==> src/rtl/button_debouncer.sv <==
// Purpose: synchronise and debounce raw buttons/switches; emit press, release, repeat and change pulses.
// Latency: DEB_CYCLES+2 edges from a stable raw level to the registered level/pulse outputs.
// Backpressure: none; free-running per-channel logic, every output is a registered level or 1-cycle pulse.
module button_debouncer #(
    parameter int N_BTN         = 5,
    parameter int N_SW          = 6,
    parameter int DEB_CYCLES    = 2000000,
    parameter int REPEAT_DELAY  = 50000000,
    parameter int REPEAT_PERIOD = 10000000
) (
    input  logic             sys_clk,
    input  logic             rst,
    input  logic [N_BTN-1:0] btn_raw,
    input  logic [N_SW-1:0]  sw_raw,
    output logic [N_BTN-1:0] btn_level,
    output logic [N_BTN-1:0] btn_press,
    output logic [N_BTN-1:0] btn_release,
    output logic [N_BTN-1:0] btn_repeat,
    output logic [N_SW-1:0]  sw_level,
    output logic [N_SW-1:0]  sw_change
);

    localparam int N_CH    = N_BTN + N_SW;
    localparam int DEB_W   = (DEB_CYCLES > 1) ? $clog2(DEB_CYCLES) : 1;
    localparam int RPT_MAX = (REPEAT_DELAY > REPEAT_PERIOD) ? REPEAT_DELAY : REPEAT_PERIOD;
    localparam int RPT_W   = (RPT_MAX > 1) ? $clog2(RPT_MAX) : 1;

    localparam logic [DEB_W-1:0] DEB_LAST    = DEB_W'(DEB_CYCLES - 1);
    localparam logic [RPT_W-1:0] DELAY_LAST  = RPT_W'(REPEAT_DELAY - 1);
    localparam logic [RPT_W-1:0] PERIOD_LAST = RPT_W'(REPEAT_PERIOD - 1);

    localparam logic [1:0] ST_IDLE = 2'd0;
    localparam logic [1:0] ST_WAIT = 2'd1;
    localparam logic [1:0] ST_RPT  = 2'd2;

    logic [N_CH-1:0]  raw_all;
    logic [N_CH-1:0]  lvl_all;
    logic [N_CH-1:0]  flip_all;
    logic [N_BTN-1:0] btn_rise;
    logic [N_BTN-1:0] btn_fall;

    // Switches sit above buttons so both share one debouncer array.
    assign raw_all = {sw_raw, btn_raw};

    genvar gi;
    generate
        for (gi = 0; gi < N_CH; gi++) begin : g_deb
            logic             s1;
            logic             s2;
            logic             lvl;
            logic [DEB_W-1:0] cnt;

            always_ff @(posedge sys_clk) begin
                if (!rst) begin
                    s1  <= 1'b0;
                    s2  <= 1'b0;
                    lvl <= 1'b0;
                    cnt <= '0;
                end else begin
                    s1 <= raw_all[gi];
                    s2 <= s1;
                    if (s2 == lvl) begin
                        cnt <= '0;
                    end else if (cnt == DEB_LAST) begin
                        lvl <= s2;
                        cnt <= '0;
                    end else begin
                        cnt <= cnt + DEB_W'(1);
                    end
                end
            end

            assign lvl_all[gi]  = lvl;
            // High on the edge that will load the new level.
            assign flip_all[gi] = (s2 != lvl) && (cnt == DEB_LAST);
        end
    endgenerate

    assign btn_rise  = flip_all[N_BTN-1:0] & ~lvl_all[N_BTN-1:0];
    assign btn_fall  = flip_all[N_BTN-1:0] &  lvl_all[N_BTN-1:0];
    assign btn_level = lvl_all[N_BTN-1:0];
    assign sw_level  = lvl_all[N_CH-1:N_BTN];

    always_ff @(posedge sys_clk) begin
        if (!rst) begin
            btn_press   <= '0;
            btn_release <= '0;
            sw_change   <= '0;
        end else begin
            btn_press   <= btn_rise;
            btn_release <= btn_fall;
            sw_change   <= flip_all[N_CH-1:N_BTN];
        end
    end

    generate
        for (gi = 0; gi < N_BTN; gi++) begin : g_rpt
            logic [1:0]       st;
            logic [RPT_W-1:0] t;
            logic             rpt_q;

            // The FSM reacts on the same edge as the level update, so WAIT starts
            // counting in the press-pulse cycle; release always beats a repeat.
            always_ff @(posedge sys_clk) begin
                if (!rst) begin
                    st    <= ST_IDLE;
                    t     <= '0;
                    rpt_q <= 1'b0;
                end else begin
                    rpt_q <= 1'b0;
                    case (st)
                        ST_IDLE: begin
                            if (btn_rise[gi]) begin
                                st <= ST_WAIT;
                                t  <= '0;
                            end
                        end
                        ST_WAIT: begin
                            if (btn_fall[gi]) begin
                                st <= ST_IDLE;
                                t  <= '0;
                            end else if (t == DELAY_LAST) begin
                                rpt_q <= 1'b1;
                                st    <= ST_RPT;
                                t     <= '0;
                            end else begin
                                t <= t + RPT_W'(1);
                            end
                        end
                        ST_RPT: begin
                            if (btn_fall[gi]) begin
                                st <= ST_IDLE;
                                t  <= '0;
                            end else if (t == PERIOD_LAST) begin
                                rpt_q <= 1'b1;
                                t     <= '0;
                            end else begin
                                t <= t + RPT_W'(1);
                            end
                        end
                        default: begin
                            st <= ST_IDLE;
                            t  <= '0;
                        end
                    endcase
                end
            end

            assign btn_repeat[gi] = rpt_q;
        end
    endgenerate

endmodule

==> config.mk <==
export PLATFORM = sky130hd
export DESIGN_NAME = button_debouncer
export DESIGN_NICKNAME = d
export VERILOG_FILES = /design/src/rtl/button_debouncer.sv
export SDC_FILE = /design/constraint.sdc
export NUM_CORES = 1
export LEC_CHECK = 0
export CAP_MARGIN = 20
export CORE_UTILIZATION = 40
export CTS_CLUSTER_SIZE = 30
export DETAILED_ROUTE_END_ITERATION = 8
export MAX_ROUTING_LAYER = met4
export PLACE_DENSITY = 0.69
export SLEW_MARGIN = 20
export SYNTH_ARGS = -nofsm -noshare
export SYNTH_HDL_FRONTEND = slang
export SYNTH_SLANG_ARGS = --single-unit
==> constraint.sdc <==
create_clock -name sys_clk -period 2.58 [get_ports sys_clk]
set_input_delay 0.387 -clock sys_clk [delete_from_list [all_inputs] [get_ports sys_clk]]
set_output_delay 0.387 -clock sys_clk [all_outputs]
set_load 0.01 [all_outputs]
Word level (Yosys, flattened, before mapping) --
Cells that the tools add are included.
Cells by class: $add $sub $neg 16, reductions and logical operators 43, equal/unequal tests 68, bitwise logic cells 15, multiplexer cells 80
Operators with widths (count):
- $mux W26 | 25
- $pmux W26 S3 | 5
- $add A21 B1 Y21 const B | 11
- $eq A21 B21 Y1 const B | 11
- $add A26 B1 Y26 const B | 5
- $eq A26 B24 Y1 const B | 5
- $eq A26 B26 Y1 const B | 5
- $mux W2 | 20
- $reduce_or A3 Y1 | 11
- $pmux W2 S3 | 5
- $reduce_and A2 Y1 | 11
- $mux W1 | 20
- $ne A2 B2 Y1 const B | 10
- $ne A3 B3 Y1 const B | 5
- $reduce_and A3 Y1 | 5
- $not A1 Y1 | 12
- $eq A1 B1 Y1 | 11
- $logic_and A1 B1 Y1 | 11
- $ne A1 B1 Y1 | 11
- $and A5 B5 Y5 | 2
- $eq A2 B1 Y1 const B | 5
- $eq A2 B2 Y1 const B | 5
- $logic_not A2 Y1 | 5
- $pmux W1 S2 | 5
- $not A5 Y5 | 1
Word-level totals: logic and storage cells 284, register bits 425, bits of input ports 13, output and inout bits 32

Depth between registers and ports, before layout --
Gate-level depths: netlist (run 1).
depth after elaboration 5, gate-level depth with buffers 10, depth with buffers taken out 7

Least setup slack after synthesis (run 1) --
No wires, ideal clock.
path type flip-flop to flip-flop, start reg g_deb[1].cnt[0], end reg g_rpt[1].t[2], data arrival time 2.316 ns, stages on the path, launching flop included 10, required time 2.506 ns, setup time 0.074 ns, path buffers 2, setup slack 0.190 ns, period minus slack after synthesis 2.390 ns, cell sequence dfxtp_1 -> ha_1 -> and4_1 -> clkbuf_1 -> nand2_1 -> o21a_1 -> a211o_1 -> clkbuf_1 -> or3b_2 -> a31oi_1
On the way: longest elaborated chain between the ends 5, elaborated cells on any way between the ends 8, those cells by class 2 x eq/ne; 3 x mux; 2 x bitwise; 1 x reduce/logical
Ends and longest elaborated chain:
- from (decl) | RTL line 51 | logic [DEB_W-1:0] cnt;
- from (signal assigned) | RTL line 68 | cnt <= cnt + DEB_W'(1);
- $eq A21 B21 Y1 * | RTL line 75 | assign flip_all[gi] = (s2 != lvl) && (cnt == DEB_LAST);
- $logic_and A1 B1 Y1 * | RTL line 75
- $and A5 B5 Y5 | RTL line 80 | assign btn_fall = flip_all[N_BTN-1:0] & lvl_all[N_BTN-1:0];
- $mux W26, on equally long branches | RTL line 131, 119
- $pmux W26 S3 | RTL line 111 | case (st)
- to (signal assigned) | RTL line 127 | t <= t + RPT_W'(1);
- to (signal assigned) | RTL line 138 | t <= t + RPT_W'(1);
- to (decl) | RTL line 99 | logic [RPT_W-1:0] t;
Every way passes the cells marked *; elsewhere a longest branch is shown, timed or not. A chain may end at the register's enable or synchronous reset.

Worst setup path after layout (run 1) --
start reg g_rpt[1].t[19], end reg g_rpt[1].t[15]
On the way: longest elaborated chain between the ends 4, elaborated cells on any way between the ends 7, those cells by class 2 x eq/ne; 5 x mux
Ends and longest elaborated chain (RTL line):
- $eq A26 B24 Y1 or $eq A26 B26 Y1 (tied branches) | 134, 122
- $mux W26, on equally long branches | 134, 122
- $mux W26, on equally long branches | 131, 119
- $pmux W26 S3 * | 111
Marked as above.

==> results.sh, run 1 <==
export IMPL_status="finished, final reports clean"
export IMPL_netlist_area_um2=20200
export IMPL_worst_slew_pin_slew_ns=0.783
export IMPL_n_antenna_cell=0
export IMPL_synth_seq_cells=425
export IMPL_vias_per_cell=5.44
export IMPL_drt_first_pass_iters=6
export IMPL_finalNetCount=2539
export IMPL_post_route_min_period_ns=2.47
export IMPL_ios=45
export IMPL_tritoncts="done"
export IMPL_num_vias=17400
export IMPL_drtAntennaViolNets=0
export IMPL_grt_max_degree=121
export IMPL_start_kind="flip-flop"
export IMPL_cts_made_buffers=48
export IMPL_cellPowerDensity_nw_per_um2=605
export IMPL_ctsHoldBuffers=0
export IMPL_h_tree_depth=2
export IMPL_drt_iter0_markers=1220
export IMPL_synth_async_sr_flop_share=0
export IMPL_detailed_place_hpwl_um=28500
export IMPL_clk_latency_ns=0.59
export IMPL_critPathKind="reg2reg"
export IMPL_final_cell_area_um2=23300
export IMPL_ys_seq_area_frac=0.421
export IMPL_design_core_area_um2=50000
export IMPL_crit_arrival_ns=2.93
export IMPL_clock_path_buffers=3
export IMPL_syn_inst=2446
export IMPL_min_period_over_period=0.956
export IMPL_syn_num_nets=2492
export IMPL_fin_setup_tns_ns=0
export IMPL_dieHeight_um=227
export IMPL_final_fill_count=4684
export IMPL_finalMaxSlewViolations=0
export IMPL_hold_violations=0
export IMPL_multi_input_area_um2=11100
export IMPL_clock_skew_ns=0.0206
export IMPL_syn_to_final_growth_pct=15.1
export IMPL_hold_start="rst"
export IMPL_placementRows=82
export IMPL_overflow=0
export IMPL_die_width_um=227
export IMPL_synth_edff_count=0
export IMPL_worstHoldPathType="in2reg"
export IMPL_synth_ff_type="dfxtp_1"
export IMPL_route_detailed_wl_per_inst_um=13.5
export IMPL_drv_cap=0
export IMPL_power_w=0.0141
export IMPL_synth_cell_types=71
export IMPL_ys_warn_count=0
export IMPL_relSlewSlack=0.473
export IMPL_leakagePower_nw=7.34
export IMPL_cts_root_buf="clkbuf_16"
export IMPL_port_buffers=44
export IMPL_grt_pass1_wl_um=73900
export IMPL_clkSinkCount=425
export IMPL_max_clock_freq_ghz=0.405
export IMPL_placed_area_um2=21500
export IMPL_critPathMaxFanout=14
export IMPL_clkTransAtPathRegs_ns=0.06
export IMPL_antenna_found_initial=0
export IMPL_grt_usage=0.172
export IMPL_synth_area_per_cell_um2=8.27
export IMPL_gp_congestion=0.846
export IMPL_cp_startpoint="g_rpt[1].t[19]"
export IMPL_drc_errors=0
export IMPL_start_util=0.405
export IMPL_ir_drop_v=0.000456
export IMPL_final_layout_size_suffix_gt1_frac=0.0732
export IMPL_crit_path_end_kind="flip-flop"
export IMPL_fp_dieArea_um2=51400
export IMPL_r2r_start="g_rpt[1].t[19]"
export IMPL_setup_viol=0
export IMPL_grt_pass1_vias=16200
export IMPL_seqCellArea_um2=8510
export IMPL_cp_required_ns=3.04
export IMPL_drt_wl_total_um=43100
[cell usage after synthesis (5+ instances only)]
master	instances	area (um2)
o31ai_1	5	37.5
clkbuf_1	89	334
or4_1	20	150
a31oi_1	86	538
and2_1	52	325
nand4_1	99	619
buf_4	16	120
buf_2	5	25.0
nand3_1	219	1100
inv_1	53	199
nor3b_1	7	52.6
nor4b_1	12	105
nand2b_1	13	81.3
ha_1	33	413
a21oi_1	47	235
xor2_1	137	1200
nor2_1	331	1240
nor3_1	64	320
o21ai_0	39	195
o31a_1	16	140
nand2_1	245	920
and4_1	29	254
a211o_1	5	43.8
or3b_2	5	43.8
xnor2_1	78	683
dfxtp_1	425	8510
or3_1	54	338
mux2i_1	14	140
nor4_1	37	231
o211ai_1	14	105
a22oi_1	5	37.5
or2_2	16	100
nand3b_1	16	120
nor2b_1	12	75.1
nor4bb_1	13	130
nand4b_1	9	78.8
and3_1	59	369
a211oi_1	6	45.0
[power breakdown]
part | switching (W) | total [W] | internal (W)
clock | 0.00274 | 0.00709 | 0.00435
sequential | 0.0000179 | 0.00661 | 0.00659
combinational | 0.000255 | 0.000380 | 0.000125
[cell usage in the layout (no fill, tap or decap), types with 46 or more instances in the layout]
cell type and count:
nor3_1 64, nand4_1 99, nand2_1 244, clkbuf_16 49
inv_1 52, or3_1 54, buf_4 64, a31oi_1 86
and3_1 59, a21oi_1 46, xor2_1 137, xnor2_1 78
nor2_1 331, dfxtp_1 425, nand3_1 219, and2_1 52
[metal layers]
| layer | vias up | wire length [um] | GRT usage |
|---|---|---|---|
| met2 | 351 | 20400 | 0.285 |
| li1 | 8760 | - | - |
| met5 | - | 0 | - |
| met3 | 80 | 1930 | 0.0267 |
| met4 | 0 | 979 | 0.0586 |
| met1 | 8205 | 19800 | 0.212 |
[critical path, stage by stage, from the launching register on]
cell      delay, ns
dfxtp_1        0.38
nor4bb_1       0.32
nand4b_1       0.32
o41ai_2        0.46
buf_4          0.17
a21oi_1        0.07
buf_4          0.20
and3_1         0.18
o31a_1         0.23
[stage by stage]
step,utilization,hold WS (ns),setup WS (ns),std cells
6_report,0.466,0.261,0.113,3200
5_1_grt,0.466,0.247,-0.0169,3200
2_1_floorplan,-,0.412,0.190,2446
3_5_place_dp,0.431,0.420,0.0437,3114
4_1_cts,0.464,0.225,0.0351,3199
3_3_place_gp,0.431,0.421,0.114,3114
[worst paths after layout]
kind / endpoint / slack (ns) / cells after the start
worst max-delay path: g_rpt[1].t[15] / 0.11 / 8
worst min register to register: g_deb[0].s2 / 0.43 / 1
worst max register to register: g_rpt[1].t[15] / 0.11 / 8
worst min-delay path: g_rpt[2].rpt_q / 0.26 / 4
[cells by family after synthesis]
kind of cell / Yosys count / synth area share
fa+ha+maj: 33 / 0.0204
compound gates: 258 / 0.0834
simple gates: 1331 / 0.339
flops: 425 / 0.421
xor+xnor: 215 / 0.0931
mux: 16 / 0.00805
buf+inv: 168 / 0.0352
[state kept, by name, indices dropped and copies added, names as in the netlist, 6 cells and up]
name and flops:
g_deb.cnt 231, g_rpt.t 130, g_deb.lvl 11, g_deb.s1 11, g_deb.s2 11, g_rpt.st 10, sw_change 6
[timing repair]
item,CTS,global route
resized for setup,0,11
setup endpoints to repair,0,34
buffers inserted,0,1
[layout make-up]
class                           instances  share of cell area
Timing Repair Buffer                  112              0.0431
Inverter                               53             0.00866
Clock inverter                         17              0.0133
Sequential cell                       425               0.366
Multi-Input combinational cell       1853               0.475
Tap cell                              672              0.0361
Clock buffer                           68              0.0579
(Power assumes the default switching activity.)
==> inputs of run 2 (changes only) <==
- SETUP_SLACK_MARGIN: default -> 0.1
==> run 2 against run 1 <==
Against the previous run: highest routed layer unchanged; die area unchanged; final cell count is 0.22% higher; largest cell class unchanged; core utilization up 0.27 points; register-to-register slack improved by 0.03 ns; via count about the same.
==> results.sh, run 2 (synthesized netlist as in run 1, its figures left out) <==
export IMPL_design_core_area_um2=50000
export IMPL_grt_pass1_vias=16300
export IMPL_leakagePower_nw=7.39
export IMPL_grt_usage=0.172
export IMPL_setup_viol=0
export IMPL_regMostFlops="g_deb.cnt"
export IMPL_detailed_place_hpwl_um=28500
export IMPL_crit_path_end_kind="flip-flop"
export IMPL_critPathKind="reg2reg"
export IMPL_grt_met1_usage=0.212
export IMPL_max_clock_freq_ghz=0.410
export IMPL_p_sw_frac=0.214
export IMPL_syn_to_final_growth_pct=15.8
export IMPL_clkSinkCount=425
export IMPL_grt_busiest_layer="met2"
export IMPL_dieHeight_um=227
export IMPL_min_period_over_period=0.946
export IMPL_finalNetCount=2546
export IMPL_reg2reg_slack_ns=0.14
export IMPL_drt_first_pass_iters=8
export IMPL_drc_errors=0
export IMPL_final_cells=3207
export IMPL_cp_required_ns=3.05
export IMPL_start_util=0.405
export IMPL_post_route_util=0.468
export IMPL_clock_skew_ns=0.0211
export IMPL_route_detailed_wl_per_inst_um=13.5
export IMPL_start_kind="flip-flop"
export IMPL_antenna_found_initial=0
export IMPL_top_regs="g_deb.cnt (231), g_rpt.t (130)"
export IMPL_p_int_w=0.0111
export IMPL_overflow=0
export IMPL_n_antenna_cell=0
export IMPL_worst_hold_slack_ns=0.261
export IMPL_power_w=0.0141
export IMPL_pwr_share_comb=0.027
export IMPL_relSlewSlack=0.463
export IMPL_clkTransAtPathRegs_ns=0.06
export IMPL_final_cell_mix="dfxtp_1 (422), nor2_1 (331), nand2_1 (244), nand3_1 (219), xor2_1 (137)"
export IMPL_worstHoldPathCells=4
export IMPL_finalMaxSlewViolations=0
export IMPL_final_common_cell="dfxtp_1"
export IMPL_drt_iter0_markers=1097
export IMPL_clock_path_buffers=3
export IMPL_crit_arrival_ns=2.91
export IMPL_drt_wl_total_um=43400
export IMPL_port_buffers=44
export IMPL_drtAntennaViolNets=0
export IMPL_seqPwrFrac=0.469
export IMPL_final_layout_size_suffix_gt1_frac=0.0801
export IMPL_vias_per_cell=5.42
export IMPL_rr_worst_depth=7
export IMPL_gp_congestion=0.846
export IMPL_grt_max_degree=121
export IMPL_grt_setup_unrepaired="true"
export IMPL_grt_pass1_wl_um=74000
export IMPL_critPathMaxFanout=6
export IMPL_clk_latency_ns=0.59
export IMPL_cts_made_buffers=48
export IMPL_cellPowerDensity_nw_per_um2=602
export IMPL_cts_root_buf="clkbuf_16"
export IMPL_use_met3=0.0268
export IMPL_placementRows=82
export IMPL_num_vias=17400
export IMPL_tritoncts="done"
export IMPL_ir_drop_v=0.000458
export IMPL_fp_dieArea_um2=51400
export IMPL_switchingPower_w=0.00302
export IMPL_fin_setup_tns_ns=0
export IMPL_clkPwrFrac=0.503
export IMPL_post_place_cells=3114
export IMPL_worstHoldPathType="in2reg"
export IMPL_die_width_um=227
export IMPL_status="finished, final reports clean"
export IMPL_largest_reg_flops=231
export IMPL_hold_violations=0
export IMPL_h_tree_depth=2
export IMPL_grt_use_met2=0.286
export IMPL_drv_cap=0
export IMPL_ios=45
export IMPL_worst_slew_pin_slew_ns=0.798
export IMPL_post_route_min_period_ns=2.44
export IMPL_ctsHoldBuffers=0
run 2: repair_timing:
action	in CTS	in global routing
buffers inserted	1	5
resized for setup	5	23
pin swaps	1	7
endpoints found under the setup margin	11	60
cloned	0	2
run 2: path summary, 6_finish.rpt:
check | from | end
worst max-delay path | g_rpt[4].t[13] | g_rpt[4].t[20]
worst min-delay path | rst | g_rpt[2].rpt_q
worst max register to register | g_rpt[4].t[13] | g_rpt[4].t[20]
worst min register to register | g_deb[0].s1 | g_deb[0].s2
run 2: cell type report:
| type | count | area, um2 |
|---|---|---|
| sequential | 425 | 8510 |
| inverter | 53 | 201 |
| fill | 4667 | 26600 |
| tap | 672 | 841 |
| multi-input combinational | 1853 | 11100 |
| clock inverter | 17 | 310 |
| timing repair buffer | 119 | 1050 |
| clock buffer | 68 | 1350 |
run 2: per-stage QoR:
stage | setup slack, ns | cell area (um2)
2_1_floorplan | 0.190 | 20200
3_3_place_gp | 0.114 | 21500
3_5_place_dp | 0.0437 | 21500
4_1_cts | 0.0990 | 23300
5_1_grt | 0.0681 | 23400
6_report | 0.139 | 23400
run 2: power by group through the flow:
stage               Clock, W  Combinational [W]  Sequential, W
CTS                  0.00731           0.000380        0.00661
global placement           0           0.000366        0.00675
detailed placement         0           0.000374        0.00675
finish               0.00709           0.000385        0.00661
floorplan                  0           0.000248        0.00675
global route         0.00757           0.000422        0.00661
run 2: per-layer routing:
metal	vias up	share of wire
met2	317	0.47
met3	81	0.043
li1	8771	-
met4	0	0.023
met5	-	0
met1	8222	0.46
run 2: worst max-delay path: stages, from the launching register on:
cell and delay (ns):
dfxtp_1 0.35, or3b_2 0.50, or4_4 0.56, o21ai_4 0.21
a21oi_2 0.11, buf_6 0.17, and3_1 0.15, o31a_1 0.27
==> inputs of run 3 (changes only) <==
- ABC_CLOCK_PERIOD_IN_PS: default -> 2580
- GPL_ROUTABILITY_DRIVEN: default -> 0
==> results of run 3 <==
The final DEF is identical to that of run 2; final timing and power are the same.
